### src/rtl/multi_nch_disp_if.sv
// multi_nch_disp_if: groups the channel-source and display-output signals of
// multi_nch_disp into one bundle.
//   master : driven by the data sources / control (mode, sel, freeze, load,
//            data_in, point_in, les_in); observes the display outputs.
//   slave  : the multiplexer itself; drives disp_num, point_out, le_out,
//            ch_out and ch_tick.
interface multi_nch_disp_if #(
  parameter int CH = 8,
  parameter int DW = 32,
  parameter int PW = DW / 4,
  parameter int SW = $clog2(CH)
);
  logic               mode;
  logic [SW-1:0]      sel;
  logic               freeze;
  logic [CH-1:0]      load;
  logic [CH*DW-1:0]   data_in;
  logic [CH*PW-1:0]   point_in;
  logic [CH*PW-1:0]   les_in;
  logic [DW-1:0]      disp_num;
  logic [PW-1:0]      point_out;
  logic [PW-1:0]      le_out;
  logic [SW-1:0]      ch_out;
  logic               ch_tick;

  modport master (
    output mode, sel, freeze, load, data_in, point_in, les_in,
    input  disp_num, point_out, le_out, ch_out, ch_tick
  );

  modport slave (
    input  mode, sel, freeze, load, data_in, point_in, les_in,
    output disp_num, point_out, le_out, ch_out, ch_tick
  );
endinterface

### src/rtl/multi_nch_disp.sv
// multi_nch_disp: N-channel display-source multiplexer.
// Each channel has shadow registers (data, points, blink enables) loaded by
// its own strobe. The selected channel is chosen manually (sel) or by an
// auto-scan that dwells SCAN_DIV unfrozen cycles per channel. All outputs are
// registered and always update together with ch_out.
// Ports:
//   clk  - system clock, rising edge
//   rst  - asynchronous active-low reset
//   bus  - multi_nch_disp_if.slave (controls, channel inputs, display outputs)
module multi_nch_disp #(
  parameter int CH       = 8,
  parameter int DW       = 32,
  parameter int PW       = DW / 4,
  parameter int SCAN_DIV = 50_000_000,
  localparam int SW      = $clog2(CH)
) (
  input  logic             clk,
  input  logic             rst,
  multi_nch_disp_if.slave  bus
);
  localparam int            CW       = $clog2(SCAN_DIV);
  localparam logic [DW-1:0] RST_DATA = DW'(32'hAA5555AA);
  localparam logic [CW-1:0] DIV_LAST = CW'(SCAN_DIV - 1);
  localparam logic [SW-1:0] CH_LAST  = SW'(CH - 1);

  logic [DW-1:0] data_r [CH];
  logic [PW-1:0] pt_r   [CH];
  logic [PW-1:0] le_r   [CH];

  logic [CW-1:0] div_r;
  logic [SW-1:0] ch_out_r;
  logic [DW-1:0] disp_num_r;
  logic [PW-1:0] point_out_r;
  logic [PW-1:0] le_out_r;
  logic          ch_tick_r;

  logic [SW-1:0] ch_next_s;
  logic          adv_s;

  // Next channel: manual select (out-of-range falls back to 0) or auto scan.
  always_comb begin
    ch_next_s = ch_out_r;
    adv_s     = 1'b0;
    if (bus.mode == 1'b0) begin
      if (int'(bus.sel) < CH) begin
        ch_next_s = bus.sel;
      end else begin
        ch_next_s = {SW{1'b0}};
      end
    end else if (bus.freeze == 1'b1) begin
      ch_next_s = ch_out_r;
    end else if (div_r == DIV_LAST) begin
      adv_s = 1'b1;
      if (ch_out_r == CH_LAST) begin
        ch_next_s = {SW{1'b0}};
      end else begin
        ch_next_s = ch_out_r + SW'(1);
      end
    end else begin
      ch_next_s = ch_out_r;
    end
  end

  // Per-channel shadow registers; every strobed channel loads independently.
  always_ff @(posedge clk or negedge rst) begin
    if (!rst) begin
      for (int i = 0; i < CH; i++) begin
        data_r[i] <= (i == 0) ? RST_DATA : {DW{1'b0}};
        pt_r[i]   <= {PW{1'b0}};
        le_r[i]   <= (i == 0) ? {PW{1'b1}} : {PW{1'b0}};
      end
    end else begin
      for (int i = 0; i < CH; i++) begin
        if (bus.load[i]) begin
          data_r[i] <= bus.data_in[i*DW +: DW];
          pt_r[i]   <= bus.point_in[i*PW +: PW];
          le_r[i]   <= bus.les_in[i*PW +: PW];
        end else begin
          data_r[i] <= data_r[i];
          pt_r[i]   <= pt_r[i];
          le_r[i]   <= le_r[i];
        end
      end
    end
  end

  // Scan divider: runs only in unfrozen auto mode, cleared in manual mode so
  // a switch to auto always starts a full dwell.
  always_ff @(posedge clk or negedge rst) begin
    if (!rst) begin
      div_r <= {CW{1'b0}};
    end else if (bus.mode == 1'b0) begin
      div_r <= {CW{1'b0}};
    end else if (bus.freeze == 1'b1) begin
      div_r <= div_r;
    end else if (div_r == DIV_LAST) begin
      div_r <= {CW{1'b0}};
    end else begin
      div_r <= div_r + CW'(1);
    end
  end

  // Registered output stage: channel index and its pre-load shadow contents
  // are captured on the same edge so they can never be skewed.
  always_ff @(posedge clk or negedge rst) begin
    if (!rst) begin
      ch_out_r    <= {SW{1'b0}};
      disp_num_r  <= RST_DATA;
      point_out_r <= {PW{1'b0}};
      le_out_r    <= {PW{1'b1}};
      ch_tick_r   <= 1'b0;
    end else begin
      ch_out_r    <= ch_next_s;
      disp_num_r  <= data_r[ch_next_s];
      point_out_r <= pt_r[ch_next_s];
      le_out_r    <= le_r[ch_next_s];
      ch_tick_r   <= adv_s;
    end
  end

  assign bus.disp_num  = disp_num_r;
  assign bus.point_out = point_out_r;
  assign bus.le_out    = le_out_r;
  assign bus.ch_out    = ch_out_r;
  assign bus.ch_tick   = ch_tick_r;
endmodule
### src/flat_wrapper.sv
// flat-port wrapper written by rule: the top's interface ports become plain ports
module multi_nch_disp_flat 
#(
  parameter int CH       = 8,
  parameter int DW       = 32,
  parameter int PW       = DW / 4,
  parameter int SCAN_DIV = 50_000_000,
  localparam int SW      = $clog2(CH)
)
  (clk, rst, bus_mode, bus_sel, bus_freeze, bus_load, bus_data_in, bus_point_in, bus_les_in, bus_disp_num, bus_point_out, bus_le_out, bus_ch_out, bus_ch_tick);
  multi_nch_disp_if #(.CH(CH), .DW(DW), .PW(PW)) bus_i ();
  input  logic clk;
  input  logic rst;
  input wire logic [$bits(bus_i.mode)-1:0] bus_mode;
  input wire logic [$bits(bus_i.sel)-1:0] bus_sel;
  input wire logic [$bits(bus_i.freeze)-1:0] bus_freeze;
  input wire logic [$bits(bus_i.load)-1:0] bus_load;
  input wire logic [$bits(bus_i.data_in)-1:0] bus_data_in;
  input wire logic [$bits(bus_i.point_in)-1:0] bus_point_in;
  input wire logic [$bits(bus_i.les_in)-1:0] bus_les_in;
  output wire logic [$bits(bus_i.disp_num)-1:0] bus_disp_num;
  output wire logic [$bits(bus_i.point_out)-1:0] bus_point_out;
  output wire logic [$bits(bus_i.le_out)-1:0] bus_le_out;
  output wire logic [$bits(bus_i.ch_out)-1:0] bus_ch_out;
  output wire logic [$bits(bus_i.ch_tick)-1:0] bus_ch_tick;
  assign bus_i.mode = bus_mode;
  assign bus_i.sel = bus_sel;
  assign bus_i.freeze = bus_freeze;
  assign bus_i.load = bus_load;
  assign bus_i.data_in = bus_data_in;
  assign bus_i.point_in = bus_point_in;
  assign bus_i.les_in = bus_les_in;
  assign bus_disp_num = bus_i.disp_num;
  assign bus_point_out = bus_i.point_out;
  assign bus_le_out = bus_i.le_out;
  assign bus_ch_out = bus_i.ch_out;
  assign bus_ch_tick = bus_i.ch_tick;
  multi_nch_disp #(.CH(CH), .DW(DW), .PW(PW), .SCAN_DIV(SCAN_DIV)) u_core (.clk(clk), .rst(rst), .bus(bus_i));
endmodule
### config.mk
export PLATFORM = sky130hd
export DESIGN_NAME = multi_nch_disp_flat
export DESIGN_NICKNAME = d
export VERILOG_FILES = /design/src/rtl/multi_nch_disp_if.sv /design/src/rtl/multi_nch_disp.sv /design/src/flat_wrapper.sv
export SDC_FILE = /design/constraint.sdc
export NUM_CORES = 1
export LEC_CHECK = 0
export ABC_AREA = 1
export CAP_MARGIN = 10
export CORE_ASPECT_RATIO = 0.7
export CORE_MARGIN = 2
export CORE_UTILIZATION = 50
export CTS_BUF_LIST = sky130_fd_sc_hd__clkbuf_4
export CTS_CLUSTER_SIZE = 28
export DETAILED_ROUTE_END_ITERATION = 8
export DONT_BUFFER_PORTS = 1
export GPL_TIMING_DRIVEN = 0
export PLACE_DENSITY_LB_ADDON = 0.12
export SLEW_MARGIN = 10
export SYNTH_ARGS = -nofsm -noshare
export SYNTH_HDL_FRONTEND = slang
export SYNTH_SLANG_ARGS = --single-unit
### constraint.sdc
create_clock -name clk -period 2.4 [get_ports clk]
set_clock_uncertainty 0.2 [all_clocks]
set_input_delay 0.48 -clock clk [delete_from_list [all_inputs] [get_ports clk]]
set_output_delay 0.48 -clock clk [all_outputs]
set_load 0.01 [all_outputs]
==> results of run 1 <==
==> metrics by stage <==
stage | util (%) | TNS, ps | area (µm²) | setup WS, ps | hold WS (ps)
2_1_floorplan | - | 0 | 21900 | 272 | -15.6
3_3_place_gp | 52.1 | -44940 | 22600 | -1130 | -1.00
3_5_place_dp | 52.1 | -46050 | 22600 | -1140 | -3.04
==> cells by family after synthesis <==
logic type	Yosys count
mux	1
fa+ha+maj	3
buf+inv	596
compound gates	409
simple gates	1335
xor+xnor	9
flops	462
==> impl_results.md, run 1 <==
* # rows at 64
* Synth top area share at 47.3%
* GPL Wtd Cong at around 0.94
* Post-synthesis sequential area ratio at 53.1%
* Synth warnings at 0
* Syn avg cell area at around 8 µm²
* Port Buffers at 0
* Top cells by area, synth: dfrtp_1 47%, nand2_1 15%, o21ai_0 8.9%
* Placed cells at 3409
* Post-CTS Hold Fix Bufs at slightly above 700
* Yosys reg bits at 462
* Post-CTS Resized at between 200 and 250
* Total CTS buffers at ~110
* Htree depth at 3
* Largest family of logic cells by synthesized area: simple AND/OR/NAND/NOR gates
* Fraction of the mapped netlist area in adder cells at 0.171%
* Commonest cells post-synth: 866 x nand2_1, 414 x dfrtp_1, 413 x inv_1
* Die X at between 200 and 300 µm
* Mapped Nets at between 3000 and 4000
* Synth cell types at 38
* CTS Root Buffer Type: clkbuf_4
* Main synth FF type: dfrtp_1
* Synth Area in Simple Gates at 26.0%
* Setup Buffers After CTS at 9
* Most frequent cell after synthesis: nand2_1
* I/O Pins at between 400 and 500
* Error: [ERROR RSZ-0060] Max buffer count reached.
* Post-synthesis compound-gate area fraction at under 10%
* Synth Cell Area at between 0.02 and 0.025 mm²
* Ys async rst share at 100%
* Post-Synth XOR/XNOR Area at 0.360%
* Starting Density at ~50%
* Max Buffers Root-to-Sink at 3
* Stopped at: 4_1_cts
* Status: aborted with a tool error
* Die height at about 180 µm
* Cell count after synthesis at 2815
* Post-DP HPWL at slightly below 60000 µm
* Clk sinks at roughly 460
* Mux cell area share after synthesis at less than 1%
* Number of synthesized flops with an enable pin at 0
* Area leader, netlist: dfrtp_1
==> run 2: changes to the inputs <==
- CORE_ASPECT_RATIO: 0.7 -> unset
- CORE_UTILIZATION: 50 -> 35
- CTS_BUF_LIST: sky130_fd_sc_hd__clkbuf_4 -> unset
- CTS_CLUSTER_SIZE: 28 -> unset
- PLACE_DENSITY_LB_ADDON: 0.12 -> 0.15
==> impl_results.md, run 2 <==
* Fmax at ~390 MHz
* Synth warnings at 0 (unchanged)
* Pwr/cell area at 701 mW/mm²
* Leading cell type in the layout, fill and taps excluded: nand2_1
* Total CTS buffers at 54 (was 112)
* Fin crit share at 107%
* Max reg flops at approximately 260
* Number of iterations in the first detailed-routing pass at 7
* Crit-path max cell delay at between 500 and 600 ps
* Starting Density at 35.4% (was 50.4%)
* Met3 Use GR at under 10%
* Drt total wl at between 80000 and 90000 µm
* Core ar. at 0.0618 mm²
* I/O Pins at 451 (unchanged)
* Clock-pin slew on the worst setup and hold paths at around 60 ps
* Largest registers: u_core.data_r x256, u_core.le_r x64, u_core.pt_r x64
* Most common cell on crit path: nand2_1
* VDD IR max at 0.000556 V
* Commonest cells after routing, fill and taps aside: 740 x nand2_1, 412 x inv_1, 411 x dfrtp_1
* Commonest cells post-synth: 866 x nand2_1, 414 x dfrtp_1, 413 x inv_1 (unchanged)
* Grt met2 use at between 40% and 50%
* Htree depth at 2 (was 3)
* Static leakage at approximately 0.015 µW
* Main synth FF type: dfrtp_1 (unchanged)
* Syn avg cell area at 7.78 µm² (unchanged)
* Layout cell share with drive strength beyond 1 at between 15 and 20%
* Vias at around 21000
* Global-route wire length before repair at around 130000 µm
* Initial antenna violation count at 13
* Failing checks: hold timing, setup timing
* Ys async rst share at 100% (unchanged)
* Arrival @ worst endpoint at approximately 2900 ps
* Worst slew pin tran at 989 ps
* Avg Vias per Cell at a little under 5
* Post-DP HPWL at 64600 µm (was 58400 µm)
* Slew Limit Headroom at 34.1%
* Post-synthesis sequential area ratio at 53.1% (unchanged)
* Post-CTS Hold Fix Bufs at 385 (was 727)
* Gr ovfl total at 0
* Die area at ~0.065 mm²
* Max-slew violation count at 0
* Launching element type of the critical path: flop
* Met1 Use GR at a little over a third
* Synth Cell Area at 0.0219 mm² (unchanged)
* CP max stage cell: dfrtp_2
* CP cell instances: ha_4, ha_4, nor2_2, nand4_1, nand3_4, buf_12, buf_2, nand3_1, nand3_1, nand2_1, nand2_1, nand2_1
* GPL Wtd Cong at 0.912 (was 0.941)
* Max_cap viols at 0
* Fin. Hold Viols at about 460
* # rows at 91 (was 64)
* Die height at 254 µm (was 179 µm)
* Fin nets at ~3700
* RSZ-0062 raised after global routing: true
* Most frequent cell after synthesis: nand2_1 (unchanged)
* Worst Hold Class: in -> async
* Largest net degree at the start of global routing at about 460
* Yosys reg bits at 462 (unchanged)
* Clk sinks at 462 (unchanged)
* CP Max Fanout at 10
* Area growth from synthesis to layout at 40.4%
* Total Power at 21600 µW
* Cell count after synthesis at 2815 (unchanged)
* Final setup fails at 48
* CTS Root Buffer Type: clkbuf_16 (was clkbuf_4)
* Final WS setup at -163 ps
* DR WL/cell at between 20 and 25 µm
* Mapped Nets at 3217 (unchanged)
* CP endpoint kind: flop
* Initial DRC Count at ~1600
* CP Class: reg -> reg
* Port Buffers at 0 (unchanged)
* Number of synthesized flops with an enable pin at 0 (unchanged)
* Max Buffers Root-to-Sink at 3 (unchanged)
* Area leader, netlist: dfrtp_1 (unchanged)
* Die X at 254 µm (unchanged)
* Vias in the first global route at between 20000 and 25000
* Post-route cell area at around 0.031 mm²
* DRC Markers at 0
* Antenna viol nets, final at 0
* Status: complete, but fails checks (was aborted with a tool error)
* Worst path required time at roughly 2700 ps
* Hold Slack at -592 ps
* CTS tree: built
* Fillers at around 6000
* Top cells by area, synth: dfrtp_1 47%, nand2_1 15%, o21ai_0 8.9% (unchanged)
* Reg with most FFs: u_core.data_r
* GRT Overall Usage at around 27%
* Skew-Pair Late Insertion Delay at 610 ps
* Synth top area share at 47.3% (unchanged)
* Min Clock Period, post-route at roughly 2600 ps
* Synth cell types at 38 (unchanged)
* Most Crowded Layer GR: met2
* Placed inst area at 0.0230 mm² (was 0.0226 mm²)
==> run 2: cell counts after synthesis <==
Identical to the previous run, type by type.
==> run 2: logic make-up after synthesis <==
group / Yosys count / share of synthesized area (%)
XOR/XNOR: 9 / 0.360
AO/OA/AOI/OAI: 409 / 9.45
buffers and inverters: 596 / 11.0
flip-flops: 462 / 53.1
adder cells (fa/ha/maj): 3 / 0.171
multiplexers: 1 / 0.0457
AND/OR/NAND/NOR: 1335 / 26.0
==> run 2: final timing paths <==
path / startpoint / end / slack (ps) / cells after the start
max reg2reg: u_core.bus.ch_out[0] / u_core.bus.point_out[1] / -160 / 12
min: rst / u_core.le_r[20] / -590 / 0
min in group clk: bus_mode / u_core.div_r[25] / 80 / 3
max: u_core.bus.ch_out[0] / u_core.bus.point_out[1] / -160 / 12
min reg2reg: u_core.le_r[60] / u_core.le_r[60] / 280 / 2
max in group asynchronous: rst / u_core.data_r[218] / 1890 / 0
==> run 2: metrics by stage <==
stage	utilization, %	std cells	worst slack (ps)	TNS [ps]
4_1_cts	48.2	4172	-175	-5610
3_5_place_dp	37.1	3652	-1160	-45800
2_1_floorplan	-	2815	272	0
3_3_place_gp	37.1	3652	-1140	-44650
5_1_grt	49.7	4192	-277	-9960
6_report	49.7	4195	-163	-5460
==> run 2: power by group <==
| part | total, µW | switching (µW) | leakage [µW] | internal (µW) |
|---|---|---|---|---|
| logic | 4150 | 2530 | 0.00851 | 1620 |
| clock network | 8400 | 3460 | 0.000884 | 4940 |
| registers | 9020 | 385 | 0.00557 | 8630 |
==> run 2: critical path: cells and delay by family, from the launching register on <==
family / cells / cell delay (ps)
AND/OR/NAND/NOR: 8 / 920
buffers and inverters: 2 / 450
flip-flops: 1 / 520
adder cells (fa/ha/maj): 2 / 360
==> run 2: cell type report <==
type	instances	area (µm²)	share of cell area (%)
flip-flops and latches	462	11600	37.8
plain buffers	176	1210	3.93
diodes	6	15.0	0.0488
multi-input cells	1757	9030	29.4
clock inverters	19	183	0.594
repair buffers	437	4460	14.5
inverters	419	1580	5.12
clock buffers	82	1610	5.24
well taps	837	1050	3.41
==> run 2: timing repair <==
item	4_1_cts	5_1_grt
cloned	5	3
endpoints found under the setup margin	51	56
setup buffers	30	17
pin swaps	23	68
hold endpoints to repair	849	457
gates resized for setup	231	198
==> run 2: routing by layer <==
layer | wire, µm | up-vias
li1 | - | 9800
met5 | 102 | -
met3 | 5920 | 180
met2 | 42200 | 755
met1 | 37500 | 10100
met4 | 3410 | 16
No activity file was read; power rests on OpenSTA's default activity.
